[src/rtl/spi_jstk_poller_if.sv]
// Byte-level SPI master link used by the joystick frame poller.
// master modport: the poller (drives start/tx/ss_n, reads busy/rx).
// slave modport: the SPI master engine side (drives busy/rx).
`timescale 1ns/1ps

interface spi_jstk_poller_if;
    logic       spi_start;  // one-cycle start pulse
    logic       spi_busy;   // byte transfer in progress
    logic [7:0] spi_tx;     // byte to transmit
    logic [7:0] spi_rx;     // byte received
    logic       ss_n;       // joystick slave select, active-low

    modport master (
        output spi_start,
        output spi_tx,
        output ss_n,
        input  spi_busy,
        input  spi_rx
    );

    modport slave (
        input  spi_start,
        input  spi_tx,
        input  ss_n,
        output spi_busy,
        output spi_rx
    );
endinterface

[src/rtl/spi_jstk_poller.sv]
// Joystick poller: periodically runs a 5-byte SPI read frame, assembles X/Y/buttons.
// Latency: sample_valid one cycle after ss_n hold time expires at frame end.
// Backpressure: none downstream; waits on spi_busy handshake from the SPI master.
//
// Ports: clk, rst (sync, active-high); poll_en enables periodic frames; led is
// sent in byte 0; spi (interface, master modport) carries start/tx/rx/busy/ss_n;
// frame_busy, x_pos, y_pos, buttons, sample_valid present the latest sample.
// Optional macro JSTK_DIR_EN adds dir/dir_valid direction decode outputs.
`timescale 1ns/1ps

module spi_jstk_poller #(
    parameter int POLL_DIV     = 2500000,
    parameter int SS_SETUP_CYC = 750,
    parameter int BYTE_GAP_CYC = 500,
`ifdef JSTK_DIR_EN
    parameter int DIR_DEADBAND = 128,
`endif
    parameter int SS_HOLD_CYC  = 50
) (
    input  logic               clk,
    input  logic               rst,
    input  logic               poll_en,
    input  logic [1:0]         led,
    spi_jstk_poller_if.master  spi,
    output logic               frame_busy,
    output logic [9:0]         x_pos,
    output logic [9:0]         y_pos,
    output logic [2:0]         buttons,
`ifdef JSTK_DIR_EN
    output logic [1:0]         dir,
    output logic               dir_valid,
`endif
    output logic               sample_valid
);

    typedef enum logic [2:0] {
        IDLE, SETUP, LOAD, WAIT_HI, WAIT_LO, GAP, HOLD, DONE
    } state_t;

    // Delay counters count down to 0 from N-1, so N cycles per phase; 0 acts as 1.
    localparam logic [23:0] POLL_LAST = 24'(POLL_DIV - 1);
    localparam logic [23:0] SETUP_LD  = (SS_SETUP_CYC == 0) ? 24'd0 : 24'(SS_SETUP_CYC - 1);
    localparam logic [23:0] GAP_LD    = (BYTE_GAP_CYC == 0) ? 24'd0 : 24'(BYTE_GAP_CYC - 1);
    localparam logic [23:0] HOLD_LD   = (SS_HOLD_CYC  == 0) ? 24'd0 : 24'(SS_HOLD_CYC  - 1);

    state_t      state;
    logic [23:0] poll_cnt;
    logic [23:0] dly_cnt;
    logic [2:0]  idx;

    // Receive buffer; only the bits that reach the outputs are kept.
    logic [7:0]  x_lo;
    logic [1:0]  x_hi;
    logic [7:0]  y_lo;
    logic [1:0]  y_hi;
    logic [2:0]  btn;

    logic [9:0]  x_new;
    logic [9:0]  y_new;
    assign x_new = {x_hi, x_lo};
    assign y_new = {y_hi, y_lo};

`ifdef JSTK_DIR_EN
    // Two's-complement 11-bit offsets from centre; bit 10 is the sign.
    logic [10:0] dx, dy, ax, ay, mag;
    logic        y_win;
    assign dx    = {1'b0, x_new} - 11'd512;
    assign dy    = {1'b0, y_new} - 11'd512;
    assign ax    = dx[10] ? (~dx + 11'd1) : dx;
    assign ay    = dy[10] ? (~dy + 11'd1) : dy;
    assign y_win = (ay >= ax);  // ties resolve to the Y axis
    assign mag   = y_win ? ay : ax;
`endif

    always_ff @(posedge clk) begin
        if (rst) begin
            state         <= IDLE;
            poll_cnt      <= '0;
            dly_cnt       <= '0;
            idx           <= '0;
            x_lo          <= '0;
            x_hi          <= '0;
            y_lo          <= '0;
            y_hi          <= '0;
            btn           <= '0;
            spi.spi_start <= 1'b0;
            spi.spi_tx    <= '0;
            spi.ss_n      <= 1'b1;
            frame_busy    <= 1'b0;
            x_pos         <= '0;
            y_pos         <= '0;
            buttons       <= '0;
            sample_valid  <= 1'b0;
`ifdef JSTK_DIR_EN
            dir           <= '0;
            dir_valid     <= 1'b0;
`endif
        end else begin
            spi.spi_start <= 1'b0;
            sample_valid  <= 1'b0;
`ifdef JSTK_DIR_EN
            dir_valid     <= 1'b0;
`endif
            case (state)
                IDLE: begin
                    if (!poll_en) begin
                        poll_cnt <= '0;
                    end else if (poll_cnt == POLL_LAST) begin
                        poll_cnt   <= '0;
                        dly_cnt    <= SETUP_LD;
                        spi.ss_n   <= 1'b0;
                        frame_busy <= 1'b1;
                        state      <= SETUP;
                    end else begin
                        poll_cnt <= poll_cnt + 24'd1;
                    end
                end
                SETUP: begin
                    if (dly_cnt == '0) begin
                        idx           <= '0;
                        spi.spi_tx    <= {6'b100000, led};
                        spi.spi_start <= 1'b1;
                        state         <= LOAD;
                    end else begin
                        dly_cnt <= dly_cnt - 24'd1;
                    end
                end
                LOAD: state <= WAIT_HI;
                WAIT_HI: begin
                    if (spi.spi_busy) state <= WAIT_LO;
                end
                WAIT_LO: begin
                    if (!spi.spi_busy) begin
                        case (idx)
                            3'd0:    x_lo <= spi.spi_rx;
                            3'd1:    x_hi <= spi.spi_rx[1:0];
                            3'd2:    y_lo <= spi.spi_rx;
                            3'd3:    y_hi <= spi.spi_rx[1:0];
                            default: btn  <= spi.spi_rx[2:0];
                        endcase
                        if (idx == 3'd4) begin
                            dly_cnt <= HOLD_LD;
                            state   <= HOLD;
                        end else begin
                            idx     <= idx + 3'd1;
                            dly_cnt <= GAP_LD;
                            state   <= GAP;
                        end
                    end
                end
                GAP: begin
                    if (dly_cnt == '0) begin
                        spi.spi_tx    <= 8'h00;  // bytes 1-4 are dummy reads
                        spi.spi_start <= 1'b1;
                        state         <= LOAD;
                    end else begin
                        dly_cnt <= dly_cnt - 24'd1;
                    end
                end
                HOLD: begin
                    if (dly_cnt == '0) begin
                        // Outputs latch on DONE entry so they are stable with the strobe.
                        spi.ss_n     <= 1'b1;
                        sample_valid <= 1'b1;
                        x_pos        <= x_new;
                        y_pos        <= y_new;
                        buttons      <= btn;
`ifdef JSTK_DIR_EN
                        if (mag >= 11'(DIR_DEADBAND)) begin
                            dir_valid <= 1'b1;
                            if (y_win) dir <= dy[10] ? 2'b10 : 2'b00;
                            else       dir <= dx[10] ? 2'b11 : 2'b01;
                        end
`endif
                        state <= DONE;
                    end else begin
                        dly_cnt <= dly_cnt - 24'd1;
                    end
                end
                DONE: begin
                    frame_busy <= 1'b0;
                    state      <= IDLE;
                end
                default: state <= IDLE;
            endcase
        end
    end

endmodule
[src/flat_wrapper.sv]
// flat-port wrapper written by rule: the top's interface ports become plain ports
module spi_jstk_poller_flat 
#(
    parameter int POLL_DIV     = 2500000,
    parameter int SS_SETUP_CYC = 750,
    parameter int BYTE_GAP_CYC = 500,

    parameter int SS_HOLD_CYC  = 50
)
  (clk, rst, poll_en, led, frame_busy, x_pos, y_pos, buttons, sample_valid, spi_spi_start, spi_spi_tx, spi_ss_n, spi_spi_busy, spi_spi_rx);
  spi_jstk_poller_if spi_i ();
  input  logic clk;
  input  logic rst;
  input  logic poll_en;
  input  logic [1:0] led;
  output logic frame_busy;
  output logic [9:0] x_pos;
  output logic [9:0] y_pos;
  output logic [2:0] buttons;
  output logic sample_valid;
  output wire logic [$bits(spi_i.spi_start)-1:0] spi_spi_start;
  output wire logic [$bits(spi_i.spi_tx)-1:0] spi_spi_tx;
  output wire logic [$bits(spi_i.ss_n)-1:0] spi_ss_n;
  input wire logic [$bits(spi_i.spi_busy)-1:0] spi_spi_busy;
  input wire logic [$bits(spi_i.spi_rx)-1:0] spi_spi_rx;
  assign spi_spi_start = spi_i.spi_start;
  assign spi_spi_tx = spi_i.spi_tx;
  assign spi_ss_n = spi_i.ss_n;
  assign spi_i.spi_busy = spi_spi_busy;
  assign spi_i.spi_rx = spi_spi_rx;
  spi_jstk_poller #(.POLL_DIV(POLL_DIV), .SS_SETUP_CYC(SS_SETUP_CYC), .BYTE_GAP_CYC(BYTE_GAP_CYC), .SS_HOLD_CYC(SS_HOLD_CYC)) u_core (.clk(clk), .rst(rst), .poll_en(poll_en), .led(led), .spi(spi_i), .frame_busy(frame_busy), .x_pos(x_pos), .y_pos(y_pos), .buttons(buttons), .sample_valid(sample_valid));
endmodule
[config.mk]
export PLATFORM = sky130hd
export DESIGN_NAME = spi_jstk_poller_flat
export DESIGN_NICKNAME = d
export VERILOG_FILES = /design/src/rtl/spi_jstk_poller_if.sv /design/src/rtl/spi_jstk_poller.sv /design/src/flat_wrapper.sv
export SDC_FILE = /design/constraint.sdc
export NUM_CORES = 1
export LEC_CHECK = 0
export ABC_AREA = 1
export CORE_UTILIZATION = 47
export CTS_BUF_LIST = sky130_fd_sc_hd__clkbuf_4 sky130_fd_sc_hd__clkbuf_8
export DETAILED_ROUTE_END_ITERATION = 7
export GPL_TIMING_DRIVEN = 0
export PLACE_DENSITY_LB_ADDON = 0.05
export SLEW_MARGIN = 20
export SYNTH_ARGS = -nofsm -noshare
export SYNTH_HDL_FRONTEND = slang
export SYNTH_SLANG_ARGS = --single-unit
[constraint.sdc]
create_clock -name clk -period 3.6 [get_ports clk]
set_clock_uncertainty 0.1 [all_clocks]
set_input_delay 0.54 -clock clk [delete_from_list [all_inputs] [get_ports clk]]
set_output_delay 0.54 -clock clk [all_outputs]
set_load 0.01 [all_outputs]
==> impl_metrics.csv, run 1 <==
group,metric,value,unit
outcome,outcome,"completed",
critical_path,cp_top_family,"simple AND/OR/NAND/NOR gates",
sta,finalMaxSlewViolations,0,
floorplan,dieArea,12900,µm²
power,pwr-share-comb,0.485,
grt,grt_max_degree,19,
logic_synthesis,syn_avg_cell_area,6.58,µm²
power,p_switching,1.90,mW
clock_network,cts.sinks,107,
sta,slew_headroom,0.458,
grt,antenna_found_initial,0,
critical_path,critical_path.max_stage_delay,0.48,ns
logic_synthesis,ys_top_cells_by_area,"dfxtp_1 (37%), nand2_1 (13%), nor2_1 (11%)",
grt,grt_pass1_wl,25.4,mm
sta,hold_violations,0,
sta,final.setup.tns,0,ns
sta,rsz0062_at_grt,"false",
place,gp_congestion,0.940,
clock_network,postCtsResizedCells,0,
critical_path,worstPathRequired,3.81,ns
drt,dr.pass1.iters,4,
logic_synthesis,synth_cell_types,38,
layout,syn_to_final_growth,14.7,%
drt,final_antenna_net_count,0,
place,portBuffers,43,
sta,setup_viol,0,
run,maxCapViolations,0,
logic_synthesis,yosys.area.top_type_share,0.367,
clock_network,postCtsSetupRepairBufs,0,
critical_path,crit_chain,"ha_1 > nand3_1 > nor2_1 > nand3_1 > nand2_1 > nand2_1 > nor2_2 > buf_4 > nand2_1 > a21oi_1",
floorplan,start_util,0.484,
floorplan,die_w,113,µm
layout,final_util,0.555,
logic_synthesis,synth_edf_count,0,
floorplan,fp.dieH,113,µm
logic_synthesis,ys_ff_latch,107,
place,dp_hpwl,11.6,mm
power,p_clk_frac,0.187,
clock_network,cts_tree,"done",
logic_synthesis,async_flop_share,0,
grt,grt_pass1_vias,5231,
layout,drive_gt1_frac,0.0979,
floorplan,io_pins,49,
power,internal_power,2.25,mW
clock_network,path_clk_slew,0.10,ns
clock_network,cts_root_buffer,"clkbuf_8",
logic_synthesis,ys.flop_type,"dfxtp_1",
layout,fin_nets,967,
layout,n_fill_cell,1204,
clock_network,cts_inserted_buffers,9,
grt,grt_usage,0.248,
power,power_density,620,nW/µm²
critical_path,cp-end-kind,"register",
logic_synthesis,synth.most_common_cell,"nand2_1",
clock_network,clockBufferDepth,2,
logic_synthesis,synth_area,5840,µm²
critical_path,arrival,2.39,ns
min_path,min_path_type,"reg2reg",
critical_path,crit_buf_inv,1,
logic_synthesis,synth_warnings,0,
critical_path,worstSetupPathType,"reg2reg",
sta,fmax,0.458,GHz
clock_network,worstSkewPairLatency,0.38,ns
floorplan,core_area,12100,µm²
logic_synthesis,yosys-top-cells-count,"nand2_1 (201), nor2_1 (171), dfxtp_1 (107), inv_1 (82), nand3_1 (68)",
drt,wirelength,15.2,mm
power,p_leak,2.68,nW
critical_path,worst_path_most_repeated_cell,"nand2_1",
drt,avgViaCountPerCell,5.09,
drt,drc,0,
critical_path,path_max_fanout,10,
power,seq_power_share,0.328,
power,ir_drop,492,µV
logic_synthesis,synthCells,887,
place,preCtsSetupSlack,1.01,ns
sta,worst_pin_slew,0.814,ns
drt,routedWlPerCell,13.6,µm
drt,drtIter0Drc,447,
sta,finalCriticalPeriod,2.18,ns
grt,grt_overflow,0,
drt,vias,5696,
layout,num_antenna_cells,0,
critical_path,cpMaxStageDelayCell,"dfxtp_1",
floorplan,rows,40,
clock_network,cts_max_level,3,
sta,setup_slack,1.42,ns
sta,fin_hold_ws,0.365,ns
logic_synthesis,seq_area_frac_synth,0.367,
logic_synthesis,synth_top_area_cell,"dfxtp_1",
sta,period_share,0.607,
critical_path,cp-start-kind,"register",
clock_network,cts_hold_buf,0,
power,swShare,0.457,
## layout make-up
class                           count  area, µm²  share of cell area
Sequential cell                   107       2140               0.320
Multi-Input combinational cell    665       3190               0.476
Tap cell                          168        210              0.0314
Clock buffer                       10        131              0.0196
Buffer                             32        196              0.0293
Timing Repair Buffer               43        430              0.0643
Clock inverter                      6       70.1              0.0105
Inverter                           87        329              0.0491
## state kept, by name, summed over array words and instances, names as in the netlist
register,count
u_core.spi.spi_tx,3
u_core.frame_busy,1
u_core.buttons,3
u_core.spi.ss_n,1
u_core.x_hi,2
u_core.y_lo,8
u_core.spi.spi_start,1
u_core.sample_valid,1
u_core.poll_cnt,24
u_core.y_pos,10
u_core.y_hi,2
u_core.dly_cnt,24
u_core.btn,3
u_core.x_pos,10
u_core.x_lo,8
u_core.idx,3
u_core.state,3
## through the flow
stage               std cells  area [µm²]  total power [mW]
finish                   1118        6700              4.15
global route             1118        6700              4.48
CTS                      1118        6700              4.17
detailed placement       1102        6490              3.37
global placement         1102        6490              3.35
floorplan                 891        5850              2.91
## worst min-delay path, delay by kind of cell, from the launching register on
family / cells / cell delay (ns)
compound gates: 1 / 0.06
flops: 1 / 0.31
buf+inv: 1 / 0.06
## worst paths after layout
| path | end | cells past startpoint | slack (ns) | startpoint |
|---|---|---|---|---|
| setup / recovery | u_core.dly_cnt[23] | 10 | 1.42 | u_core.poll_cnt[0] |
| hold / removal | u_core.y_lo[2] | 2 | 0.37 | u_core.y_lo[2] |
| setup reg to reg | u_core.dly_cnt[23] | 10 | 1.42 | u_core.poll_cnt[0] |
| hold reg to reg | u_core.y_lo[2] | 2 | 0.37 | u_core.y_lo[2] |
## power groups by stage
stage	sequential, mW	clock (mW)	combinational (mW)
finish	1.36	0.777	2.01
global route	1.38	0.852	2.26
CTS	1.36	0.809	2.00
detailed placement	1.38	0	1.99
global placement	1.38	0	1.97
floorplan	1.37	0	1.54
## cell families (layout without fill, tap and decap cells)
| group | after synthesis | after routing | synth area share |
|---|---|---|---|
| fa+ha+maj | 8 | 8 | 0.0171 |
| simple gates | 504 | 504 | 0.378 |
| buf+inv | 119 | 178 | 0.0900 |
| other cells | 1 | 5 | 0.000642 |
| xor+xnor | 2 | 2 | 0.00300 |
| compound gates | 146 | 146 | 0.144 |
| flops | 107 | 107 | 0.367 |
## per-layer routing
layer,share of wire,up-vias,global-route usage
li1,-,2965,-
met1,0.47,2572,0.325
met2,0.47,139,0.405
met3,0.043,20,0.0505
met4,0.017,0,0.0860
met5,0,-,0
## layout by cell type (no fill, tap or decap), drive strengths merged, types with 11 or more instances in the layout
cell,count
clkdlybuf4s50,43
nand4,17
nor2,188
a21oi,69
nand2,214
a211oi,11
inv,91
clkbuf,22
o21ai,63
nor3,11
buf,20
dfxtp,107
nand3,70
Power figures use the tool's default switching activity.
==> run 2, diff against run 1 <==
==> constraint.sdc (replaced) <==
create_clock -name clk -period 2.1 [get_ports clk]
set_clock_uncertainty 0.1 [all_clocks]
set_input_delay 0.315 -clock clk [delete_from_list [all_inputs] [get_ports clk]]
set_output_delay 0.315 -clock clk [all_outputs]
set_load 0.01 [all_outputs]
==> impl_metrics.csv, run 2 (synthesized netlist as in run 1, its figures left out) <==
group,metric,value,unit
layout,layout_commonest_cell,"nand2_1",
drt,avgViaCountPerCell,5.12,
power,power_density,1070,nW/µm²
grt,grt_pass1_vias,5231,
clock_network,clockBufferDepth,2,
sta,rsz0062_at_grt,"false",
power,p_leak,2.70,nW
grt,grt_max_degree,19,
clock_network,cts_max_level,3,
floorplan,start_util,0.484,
sta,finalMaxSlewViolations,0,
floorplan,io_pins,49,
clock_network,cts_root_buffer,"clkbuf_8",
floorplan,core_area,12100,µm²
critical_path,worstPathRequired,2.32,ns
drt,final_antenna_net_count,0,
critical_path,arrival,2.18,ns
critical_path,path_max_fanout,10,
sta,hold_violations,0,
clock_network,worstSkewPairLatency,0.38,ns
floorplan,rows,40,
critical_path,r2r_slack,0.14,ns
layout,multiInputGateArea,3220,µm²
layout,final_util,0.561,
drt,dr.pass1.iters,5,
layout,regArea,2150,µm²
layout,top_regs,"u_core.dly_cnt x24, u_core.poll_cnt x24",
critical_path,worstSetupPathType,"reg2reg",
sta,setup_slack,0.144,ns
layout,n_fill_cell,1203,
critical_path,cp-end-kind,"register",
grt,grt_overflow,0,
sta,setup_viol,0,
layout,num_antenna_cells,0,
clock_network,cts_tree,"done",
min_path,min_path_type,"reg2reg",
drt,drc,0,
sta,finalCriticalPeriod,1.96,ns
floorplan,fp.dieH,113,µm
place,preCtsSetupSlack,-0.264,ns
place,portBuffers,43,
clock_network,cts_inserted_buffers,9,
critical_path,cp-start-kind,"register",
run,maxCapViolations,0,
grt,grt_usage,0.248,
layout,syn_to_final_growth,15.8,%
place,gp_congestion,0.940,
floorplan,die_w,113,µm
place,place_inst,1102,
power,p_total,7.20,mW
power,ir_drop,778,µV
drt,vias,5736,
layout,fin_nets,970,
layout,fin_area,6760,µm²
grt,grt_pass1_wl,25.4,mm
clock_network,path_clk_slew,0.11,ns
sta,slew_headroom,0.462,
drt,wirelength,15.3,mm
place,place_area,6490,µm²
sta,worst_pin_slew,0.808,ns
layout,finalNonFillerCells,1121,
drt,routedWlPerCell,13.6,µm
layout,drive_gt1_frac,0.112,
grt,antenna_found_initial,0,
drt,drtIter0Drc,461,
sta,fmax,0.511,GHz
floorplan,dieArea,12900,µm²
place,dp_hpwl,11.6,mm
clock_network,cts.sinks,107,
layout,layout_common_cells,"nand2_1 (200), nor2_1 (169), dfxtp_1 (104)",
sta,period_share,0.931,
outcome,outcome,"completed",
run 2: final cells by class:
class | count | area share
clock buffers | 10 | 0.0194
flip-flops and latches | 107 | 0.318
repair buffers | 46 | 0.0670
multi-input cells | 665 | 0.476
inverters | 87 | 0.0487
clock inverters | 6 | 0.0104
plain buffers | 32 | 0.0294
well taps | 168 | 0.0311
run 2: path summary, 6_finish.rpt:
check	startpoint	endpoint	depth (start not counted)
setup reg to reg	u_core.dly_cnt[0]	u_core.buttons[1]	11
setup / recovery	u_core.dly_cnt[0]	u_core.buttons[1]	11
hold / removal	u_core.y_lo[2]	u_core.y_lo[2]	2
hold reg to reg	u_core.y_lo[2]	u_core.y_lo[2]	2
run 2: timing repair:
item / 4_1_cts / 5_1_grt
setup endpoints to repair: 28 / 75
hold buffers: 0 / 0
buffers inserted: 0 / 3
resized for setup: 1 / 14
pin swaps: 0 / 2
run 2: metal layers:
metal	GRT usage	up-vias	part of all wire
met5	0	-	0
met4	0.0860	0	0.025
met3	0.0505	28	0.044
met2	0.405	141	0.47
met1	0.325	2597	0.46
li1	-	2970	-
run 2: report_power, final:
part / internal (mW) / switching [mW] / leakage (nW)
Clock: 0.581 / 0.754 / 0.105
Sequential: 2.17 / 0.163 / 0.865
Combinational: 1.16 / 2.38 / 1.73
Total: 3.91 / 3.30 / 2.70
run 2: critical path, stage by stage (launching register included):
cell and delay [ns]:
dfxtp_2 0.36, inv_2 0.11, ha_1 0.18, inv_1 0.06, nor2_1 0.09, nand2_1 0.09
nor2_4 0.13, nand3_4 0.12, nor2_4 0.19, buf_4 0.21, o21ai_0 0.10, nor2_1 0.13
run 2: metrics by stage:
step / hold WS, ns / setup TNS (ns)
2_1_floorplan: 0.330 / 0
3_3_place_gp: 0.342 / -3.21
3_5_place_dp: 0.349 / -4.71
4_1_cts: 0.348 / 0
5_1_grt: 0.371 / 0
6_report: 0.365 / 0
